### config.mk
export PLATFORM = sky130hd
export DESIGN_NAME = npu_result_rd_scheduler_flat
export DESIGN_NICKNAME = d
export VERILOG_FILES = /design/src/rtl/npu_result_rd_scheduler_if.sv /design/src/rtl/npu_result_rd_scheduler.sv /design/src/flat_wrapper.sv
export SDC_FILE = /design/constraint.sdc
export NUM_CORES = 1
export LEC_CHECK = 0
export ABC_CLOCK_PERIOD_IN_PS = 2500
export CAP_MARGIN = 40
export CELL_PAD_IN_SITES_DETAIL_PLACEMENT = 1
export CELL_PAD_IN_SITES_GLOBAL_PLACEMENT = 1
export CORE_MARGIN = 3
export CORE_UTILIZATION = 24
export DETAILED_ROUTE_END_ITERATION = 6
export PLACE_DENSITY = 0.77
export SETUP_SLACK_MARGIN = 0.3
export SYNTH_ARGS = -nofsm -noshare
export SYNTH_HDL_FRONTEND = slang
export SYNTH_SLANG_ARGS = --single-unit
### constraint.sdc
create_clock -name clk -period 2.5 [get_ports clk]
set_input_delay 0.5 -clock clk [delete_from_list [all_inputs] [get_ports clk]]
set_output_delay 0.5 -clock clk [all_outputs]
set_load 0.05 [all_outputs]
### src/rtl/npu_result_rd_scheduler_if.sv
// -----------------------------------------------------------------------------
// npu_result_rd_scheduler_if
// Bundles the signals between the result read scheduler, the NPU channel read
// port and the result sink.
//   save_finish / ch_en         : start request and channel enable mask
//   rd_sop / rd_eop / rd_vld    : per-channel read-start pulse, last-beat and
//   rd_data                       beat-valid flags, packed channel data
//   out_vld/sop/eop/ch/data     : tagged output beat stream
//   busy / done / stray_err     : status
//   timeout_err                 : only present when RD_TIMEOUT_EN is defined
// Modports:
//   master : the scheduler side (drives rd_sop, the output stream and status)
//   slave  : the environment side (NPU read port + sink)
// Optional feature macro: RD_TIMEOUT_EN
// -----------------------------------------------------------------------------
interface npu_result_rd_scheduler_if #(
  parameter int NUM_CH = 8,
  parameter int DATA_W = 16,
  parameter int CH_W   = $clog2(NUM_CH)
);
  logic                     save_finish;
  logic [NUM_CH-1:0]        ch_en;
  logic [NUM_CH-1:0]        rd_sop;
  logic [NUM_CH-1:0]        rd_eop;
  logic [NUM_CH-1:0]        rd_vld;
  logic [NUM_CH*DATA_W-1:0] rd_data;
  logic                     out_vld;
  logic                     out_sop;
  logic                     out_eop;
  logic [CH_W-1:0]          out_ch;
  logic [DATA_W-1:0]        out_data;
  logic                     busy;
  logic                     done;
  logic                     stray_err;
`ifdef RD_TIMEOUT_EN
  logic                     timeout_err;

  modport master (
    input  save_finish, ch_en, rd_eop, rd_vld, rd_data,
    output rd_sop, out_vld, out_sop, out_eop, out_ch, out_data,
           busy, done, stray_err, timeout_err
  );

  modport slave (
    output save_finish, ch_en, rd_eop, rd_vld, rd_data,
    input  rd_sop, out_vld, out_sop, out_eop, out_ch, out_data,
           busy, done, stray_err, timeout_err
  );
`else
  modport master (
    input  save_finish, ch_en, rd_eop, rd_vld, rd_data,
    output rd_sop, out_vld, out_sop, out_eop, out_ch, out_data,
           busy, done, stray_err
  );

  modport slave (
    output save_finish, ch_en, rd_eop, rd_vld, rd_data,
    input  rd_sop, out_vld, out_sop, out_eop, out_ch, out_data,
           busy, done, stray_err
  );
`endif
endinterface

### src/rtl/npu_result_rd_scheduler.sv
// -----------------------------------------------------------------------------
// npu_result_rd_scheduler
// Sequences readout of the NPU result channels after a computation finishes.
// An accepted save_finish latches the channel enable mask; every enabled
// channel then gets one rd_sop pulse, in ascending order, and its beats are
// forwarded (one cycle later) onto a single tagged output stream. done pulses
// once all enabled channels have delivered their last beat.
//
// Ports:
//   clk  : clock, rising edge
//   rstn : asynchronous active-low reset
//   bus  : npu_result_rd_scheduler_if.master (see interface header)
//
// Optional feature macro: RD_TIMEOUT_EN
//   Adds a per-channel watchdog; a channel silent for TIMEOUT WAIT cycles is
//   abandoned and the sticky timeout_err flag is raised.
// -----------------------------------------------------------------------------
module npu_result_rd_scheduler #(
  parameter int NUM_CH  = 8,
  parameter int DATA_W  = 16,
  parameter int CH_W    = $clog2(NUM_CH),
  parameter int TIMEOUT = 255
) (
  input logic                         clk,
  input logic                         rstn,
  npu_result_rd_scheduler_if.master   bus
);

  if (NUM_CH < 2 || NUM_CH > 16 || TIMEOUT < 1) begin : g_bad_param
    $error("npu_result_rd_scheduler: unsupported NUM_CH or TIMEOUT");
  end

  typedef enum logic [2:0] {
    S_IDLE,
    S_SEL,
    S_ISSUE,
    S_WAIT,
    S_DONE
  } state_e;

  state_e              state_q, state_d;
  logic [NUM_CH-1:0]   mask_q, mask_d;
  logic [CH_W-1:0]     ch_idx_q, ch_idx_d;
  logic                first_q, first_d;   // next forwarded beat is the channel's first
  logic                stray_q, stray_d;

  logic                out_vld_q, out_sop_q, out_eop_q;
  logic [CH_W-1:0]     out_ch_q;
  logic [DATA_W-1:0]   out_data_q;

  logic                accept;
  logic                cur_vld, cur_eop;
  logic [DATA_W-1:0]   cur_data;
  logic                fwd;
  logic                qual_eop;
  logic                wd_hit;
  logic                adv;
  logic [NUM_CH-1:0]   own_bit;
  logic                stray_hit;
  logic                sel_found;
  logic [CH_W-1:0]     sel_idx;

  // Lowest set bit of m at or above index 'from'; MSB of the result is 'found'.
  // Scanning downward lets the lowest qualifying index overwrite the others.
  function automatic logic [CH_W:0] find_next(input logic [NUM_CH-1:0] m,
                                              input logic [CH_W-1:0]   from);
    logic            found;
    logic [CH_W-1:0] idx;
    found = 1'b0;
    idx   = '0;
    for (int i = NUM_CH - 1; i >= 0; i--) begin
      if (m[i] && (i >= int'(from))) begin
        found = 1'b1;
        idx   = CH_W'(i);
      end
    end
    return {found, idx};
  endfunction

  assign accept   = (state_q == S_IDLE) && bus.save_finish;
  assign cur_vld  = bus.rd_vld[ch_idx_q];
  assign cur_eop  = bus.rd_eop[ch_idx_q];
  assign cur_data = bus.rd_data[ch_idx_q*DATA_W +: DATA_W];
  assign fwd      = (state_q == S_WAIT) && cur_vld;
  // rd_eop only counts when it comes with a valid beat.
  assign qual_eop = fwd && cur_eop;
  assign adv      = qual_eop || wd_hit;

  // Only the active channel may present beats, and only while in WAIT;
  // anything else on rd_vld is a stray beat.
  assign own_bit   = (state_q == S_WAIT) ? (NUM_CH'(1) << ch_idx_q) : '0;
  assign stray_hit = |(bus.rd_vld & ~own_bit);

  assign {sel_found, sel_idx} = find_next(mask_q, ch_idx_q);

  // ---------------------------------------------------------------------------
  // Control state
  // ---------------------------------------------------------------------------
  always_ff @(posedge clk or negedge rstn) begin
    if (!rstn) begin
      state_q  <= S_IDLE;
      mask_q   <= '0;
      ch_idx_q <= '0;
      first_q  <= 1'b0;
      stray_q  <= 1'b0;
    end else begin
      state_q  <= state_d;
      mask_q   <= mask_d;
      ch_idx_q <= ch_idx_d;
      first_q  <= first_d;
      stray_q  <= stray_d;
    end
  end

  always_comb begin
    state_d  = state_q;
    mask_d   = mask_q;
    ch_idx_d = ch_idx_q;
    first_d  = first_q;
    stray_d  = stray_q | stray_hit;

    case (state_q)
      S_IDLE: begin
        if (bus.save_finish) begin
          mask_d   = bus.ch_en;
          ch_idx_d = '0;
          stray_d  = 1'b0;
          state_d  = S_SEL;
        end
      end
      S_SEL: begin
        if (sel_found) begin
          ch_idx_d = sel_idx;
          state_d  = S_ISSUE;
        end else begin
          state_d  = S_DONE;
        end
      end
      S_ISSUE: begin
        first_d = 1'b1;
        state_d = S_WAIT;
      end
      S_WAIT: begin
        if (fwd) begin
          first_d = 1'b0;
        end
        if (adv) begin
          mask_d[ch_idx_q] = 1'b0;
          if (ch_idx_q == CH_W'(NUM_CH - 1)) begin
            state_d = S_DONE;
          end else begin
            ch_idx_d = ch_idx_q + 1'b1;
            state_d  = S_SEL;
          end
        end
      end
      S_DONE: begin
        state_d = S_IDLE;
      end
      default: begin
        state_d = S_IDLE;
      end
    endcase
  end

  // ---------------------------------------------------------------------------
  // Output stream register: one cycle behind the channel read port
  // ---------------------------------------------------------------------------
  always_ff @(posedge clk or negedge rstn) begin
    if (!rstn) begin
      out_vld_q  <= 1'b0;
      out_sop_q  <= 1'b0;
      out_eop_q  <= 1'b0;
      out_ch_q   <= '0;
      out_data_q <= '0;
    end else begin
      out_vld_q <= fwd;
      out_sop_q <= fwd && first_q;
      out_eop_q <= qual_eop;
      if (fwd) begin
        out_ch_q   <= ch_idx_q;
        out_data_q <= cur_data;
      end
    end
  end

  // ---------------------------------------------------------------------------
  // Optional watchdog
  // ---------------------------------------------------------------------------
`ifdef RD_TIMEOUT_EN
  localparam int WD_W = $clog2(TIMEOUT + 1);

  logic [WD_W-1:0] wd_q, wd_d;
  logic            tmo_q, tmo_d;

  // Counter restarts when a channel is issued and on every forwarded beat, so
  // it measures the longest silence within the current channel.
  assign wd_hit = (state_q == S_WAIT) && !fwd && (wd_q == WD_W'(TIMEOUT));

  always_comb begin
    wd_d  = wd_q;
    tmo_d = tmo_q | wd_hit;
    if (state_q == S_ISSUE) begin
      wd_d = '0;
    end else if (state_q == S_WAIT) begin
      wd_d = fwd ? '0 : wd_q + 1'b1;
    end
    if (accept) begin
      tmo_d = 1'b0;
    end
  end

  always_ff @(posedge clk or negedge rstn) begin
    if (!rstn) begin
      wd_q  <= '0;
      tmo_q <= 1'b0;
    end else begin
      wd_q  <= wd_d;
      tmo_q <= tmo_d;
    end
  end

  assign bus.timeout_err = tmo_q;
`else
  assign wd_hit = 1'b0;
`endif

  // ---------------------------------------------------------------------------
  // Status and read-start outputs decode directly from the state register
  // ---------------------------------------------------------------------------
  assign bus.rd_sop    = (state_q == S_ISSUE) ? (NUM_CH'(1) << ch_idx_q) : '0;
  assign bus.busy      = (state_q == S_SEL) || (state_q == S_ISSUE) || (state_q == S_WAIT);
  assign bus.done      = (state_q == S_DONE);
  assign bus.stray_err = stray_q;

  assign bus.out_vld  = out_vld_q;
  assign bus.out_sop  = out_sop_q;
  assign bus.out_eop  = out_eop_q;
  assign bus.out_ch   = out_ch_q;
  assign bus.out_data = out_data_q;

endmodule

### src/flat_wrapper.sv
// flat-port wrapper written by rule: the top's interface ports become plain ports
module npu_result_rd_scheduler_flat 
#(
  parameter int NUM_CH  = 8,
  parameter int DATA_W  = 16,
  parameter int CH_W    = $clog2(NUM_CH),
  parameter int TIMEOUT = 255
)
  (clk, rstn, bus_save_finish, bus_ch_en, bus_rd_eop, bus_rd_vld, bus_rd_data, bus_rd_sop, bus_out_vld, bus_out_sop, bus_out_eop, bus_out_ch, bus_out_data, bus_busy, bus_done, bus_stray_err);
  npu_result_rd_scheduler_if #(.NUM_CH(NUM_CH), .DATA_W(DATA_W), .CH_W(CH_W)) bus_i ();
  input logic clk;
  input logic rstn;
  input wire logic [$bits(bus_i.save_finish)-1:0] bus_save_finish;
  input wire logic [$bits(bus_i.ch_en)-1:0] bus_ch_en;
  input wire logic [$bits(bus_i.rd_eop)-1:0] bus_rd_eop;
  input wire logic [$bits(bus_i.rd_vld)-1:0] bus_rd_vld;
  input wire logic [$bits(bus_i.rd_data)-1:0] bus_rd_data;
  output wire logic [$bits(bus_i.rd_sop)-1:0] bus_rd_sop;
  output wire logic [$bits(bus_i.out_vld)-1:0] bus_out_vld;
  output wire logic [$bits(bus_i.out_sop)-1:0] bus_out_sop;
  output wire logic [$bits(bus_i.out_eop)-1:0] bus_out_eop;
  output wire logic [$bits(bus_i.out_ch)-1:0] bus_out_ch;
  output wire logic [$bits(bus_i.out_data)-1:0] bus_out_data;
  output wire logic [$bits(bus_i.busy)-1:0] bus_busy;
  output wire logic [$bits(bus_i.done)-1:0] bus_done;
  output wire logic [$bits(bus_i.stray_err)-1:0] bus_stray_err;
  assign bus_i.save_finish = bus_save_finish;
  assign bus_i.ch_en = bus_ch_en;
  assign bus_i.rd_eop = bus_rd_eop;
  assign bus_i.rd_vld = bus_rd_vld;
  assign bus_i.rd_data = bus_rd_data;
  assign bus_rd_sop = bus_i.rd_sop;
  assign bus_out_vld = bus_i.out_vld;
  assign bus_out_sop = bus_i.out_sop;
  assign bus_out_eop = bus_i.out_eop;
  assign bus_out_ch = bus_i.out_ch;
  assign bus_out_data = bus_i.out_data;
  assign bus_busy = bus_i.busy;
  assign bus_done = bus_i.done;
  assign bus_stray_err = bus_i.stray_err;
  npu_result_rd_scheduler #(.NUM_CH(NUM_CH), .DATA_W(DATA_W), .CH_W(CH_W), .TIMEOUT(TIMEOUT)) u_core (.clk(clk), .rstn(rstn), .bus(bus_i));
endmodule
==> flow_metrics.tcl <==
set metrics [dict create \
    synth.avg_cell_area_sq_um 8.413 \
    power-per-cell-area_mw_per_mm2 1123 \
    yosys-top-cells-area "dfrtp_1, a221oi_1, nor2_1" \
    grt_pass1_vias 4335 \
    slowest_delay_ps 450 \
    relSlewSlack 0.5574 \
    reg2reg_depth 8 \
    r2r_slack_ps 390 \
    leakage_nw 2.323 \
    vdd.ir_drop.worst_v 0.0004208 \
    io_buffers 187 \
    ys_ff_latch 38 \
    cts-root-buf "clkbuf_16" \
    maxCapViolations 0 \
    dpl_cell_area_sq_mm 0.005323 \
    period_minus_slack_ps 2122 \
    ios 188 \
    fp.coreArea_sq_mm 0.01236 \
    skew_ps 6.687 \
    ys_seq_area_frac 0.3055 \
    synth_edf_count 0 \
    final_cell_mix "clkdlybuf4s50_1, nor2_1, nand2_1" \
    critPathSlowestCell "dfrtp_2" \
    nNetsFinal 738 \
    avgRoutedWirePerCell_um 21.15 \
    area_growth_pct 84.65 \
    die_height_um 119.9 \
    vias 3874 \
    layout-drive-gt1-share 0.2007 \
    gp_congestion 0.8366 \
    grt_max_degree 33 \
    worstSetupPathType "reg2out" \
    clkTransAtPathRegs_ps 60 \
    finalInstanceArea_sq_mm 0.005748 \
    cp-start-kind "flip-flop" \
    cts.path.max_buffers 2 \
    clock_latency_ps 280 \
    final_hold_viol_count 0 \
    die-width_um 119.9 \
    hpwl_um 12350 \
    fin_total_pwr_mw 6.457 \
    hp-class "in2async" \
    start_util 0.2518 \
    status "finished, final reports clean" \
    cp_cell_sequence "inv_1, nor3_2, buf_4, and3_2, buf_4" \
    grt-ovfl-total 0 \
    crit_arrival_ps 1620 \
    grt_pass1_wl_um 24530 \
    antenna_left 0 \
    synthArstFlopShare 1.000 \
    drt_iter0_markers 166 \
    vias_per_cell 5.193 \
    clock_sinks 38 \
    yosysWarnings 0 \
    cp_top_family "buffers and inverters" \
    path_max_fanout 8 \
    cts_buffers 5 \
    r2r_start "u_core.ch_idx_q[0]$_DFFE_PN0P_" \
    cts_hold_buf 0 \
    num_antenna_cells 0 \
    worst_slew_pin_slew_ps 661.5 \
    yosysUniqueCellTypes 54 \
    cts_tree "built" \
    maxSlewViolCount 0 \
    crit_top_cell "buf_4" \
    synth_flop_cell "dfrtp_1" \
    wl_um 15780 \
    fin_setup_tns_ps 0 \
    final_common_cell "clkdlybuf4s50_1" \
    setup_viol 0 \
    synth_top_area_frac 0.3055 \
    drc 0 \
    firstDrtPassIters 4 \
    synthCells 370 \
    htree_levels 2 \
    critPathBufInv 3 \
    synth_nets 531 \
    rows 40 \
    netlist_area_sq_mm 0.003113 \
    grtUsageTotal 0.2168 \
    fmax_ghz 0.4712 \
    critPathCaptureType "output port" \
    fin_crit_sh 0.8490 \
    antenna_found_initial 0 \
    rsz0062_at_grt "yes" \
    dieArea_sq_mm 0.01437 \
    yosysTopAreaCell "dfrtp_1" \
    required_ps 2000 \
    r2r-end "u_core.ch_idx_q[1]$_DFFE_PN0P_" \
]
## kinds of logic (layout without fill, tap and decap cells)
family                   after synthesis  after routing  share of synthesized area
buffers and inverters                 36            244                    0.05747
multiplexers                          38             38                     0.1491
flip-flops                            38             38                     0.3055
adder cells (fa/ha/maj)                6              6                    0.02412
AO/OA/AOI/OAI                        118            118                     0.2649
AND/OR/NAND/NOR                      134            134                     0.1990
## synthesized netlist by cell type (3+ instances only)
| cell | instances |
|---|---|
| mux2_2 | 15 |
| ha_1 | 6 |
| nand2_1 | 47 |
| a21oi_1 | 21 |
| nor2_1 | 52 |
| inv_2 | 3 |
| and2_1 | 4 |
| o21ai_1 | 9 |
| a31oi_1 | 4 |
| inv_1 | 5 |
| o22ai_1 | 3 |
| a22oi_1 | 10 |
| o21ai_0 | 22 |
| dfrtp_1 | 38 |
| a221oi_1 | 25 |
| a21boi_0 | 3 |
| a22o_1 | 5 |
| buf_2 | 11 |
| and3_1 | 7 |
| buf_4 | 4 |
| nor3_1 | 6 |
| clkbuf_1 | 9 |
| nand3_1 | 4 |
| mux4_2 | 5 |
| mux2i_1 | 16 |
## state kept, by name, summed over array words and instances (netlist names)
signal                count
u_core.bus.out_ch         3
u_core.bus.out_data      16
u_core.bus.out_eop        1
u_core.bus.out_sop        1
u_core.bus.out_vld        1
u_core.bus.stray_err      1
u_core.ch_idx_q           3
u_core.first_q            1
u_core.mask_q             8
u_core.state_q            3
## worst max-delay path by stage
stage / startpoint / to / slack [ps] / cells past startpoint
3_5_place_dp: bus_rd_vld[4] / u_core.ch_idx_q[1]$_DFFE_PN0P_ / 30 / 8
4_1_cts: bus_rd_vld[4] / u_core.ch_idx_q[1]$_DFFE_PN0P_ / 290 / 8
2_1_floorplan: u_core.ch_idx_q[1]$_DFFE_PN0P_ / u_core.ch_idx_q[2]$_DFFE_PN0P_ / 220 / 10
6_report: u_core.state_q[1]$_DFFE_PN0P_ / bus_rd_sop[4] / 380 / 5
3_3_place_gp: bus_rd_vld[4] / u_core.ch_idx_q[1]$_DFFE_PN0P_ / 80 / 8
5_1_grt: u_core.ch_idx_q[0]$_DFFE_PN0P_ / u_core.ch_idx_q[2]$_DFFE_PN0P_ / 280 / 8
## stage by stage
step                  util  worst slack, ps  instances  hold slack, ps
floorplan                -            217.8        370           204.4
global placement    0.4283            77.85        724           455.2
detailed placement  0.4306            33.52        725           473.7
CTS                 0.4576            294.6        743           230.4
global route        0.4650            280.1        746           252.9
finish              0.4650            377.5        746           218.3
## layer usage
metal	part of all wire	up-vias	global-route usage
li1	-	1789	-
met1	0.41	1905	0.2619
met2	0.50	154	0.3877
met3	0.065	26	0.05042
met4	0.020	0	0.05440
met5	0	-	0
## worst reg2reg max path: cells and delay by family (launching register included)
| family | cells | cell delay, ps |
|---|---|---|
| buffers and inverters | 2 | 330 |
| and+or+nand+nor | 2 | 310 |
| muxes | 1 | 220 |
| adders and majority gates | 1 | 290 |
| DFF | 1 | 440 |
| AOI/OAI and AO/OA | 2 | 440 |
## power by group
part	internal [mW]	total [mW]	switching [mW]	leakage, nW
clock network	0.395	0.656	0.260	0.0729
logic	1.97	4.67	2.70	1.78
registers	0.896	1.13	0.234	0.468
## cell type report
type | instances | area (sq um)
clock buffers | 6 | 138.9
well taps | 168 | 210.2
clock inverters | 2 | 12.51
multi-input cells | 296 | 2125
inverters | 9 | 40.04
repair buffers | 227 | 2265
flip-flops and latches | 38 | 957.2
fillers | 1444 | 6614
## repair_timing
item | 4_1_cts | 5_1_grt
cloned | 2 | 0
pin swaps | 2 | 5
resized for setup | 15 | 19
setup buffers | 8 | 3
endpoints found under the setup margin | 13 | 20
(Power assumes the default switching activity.)
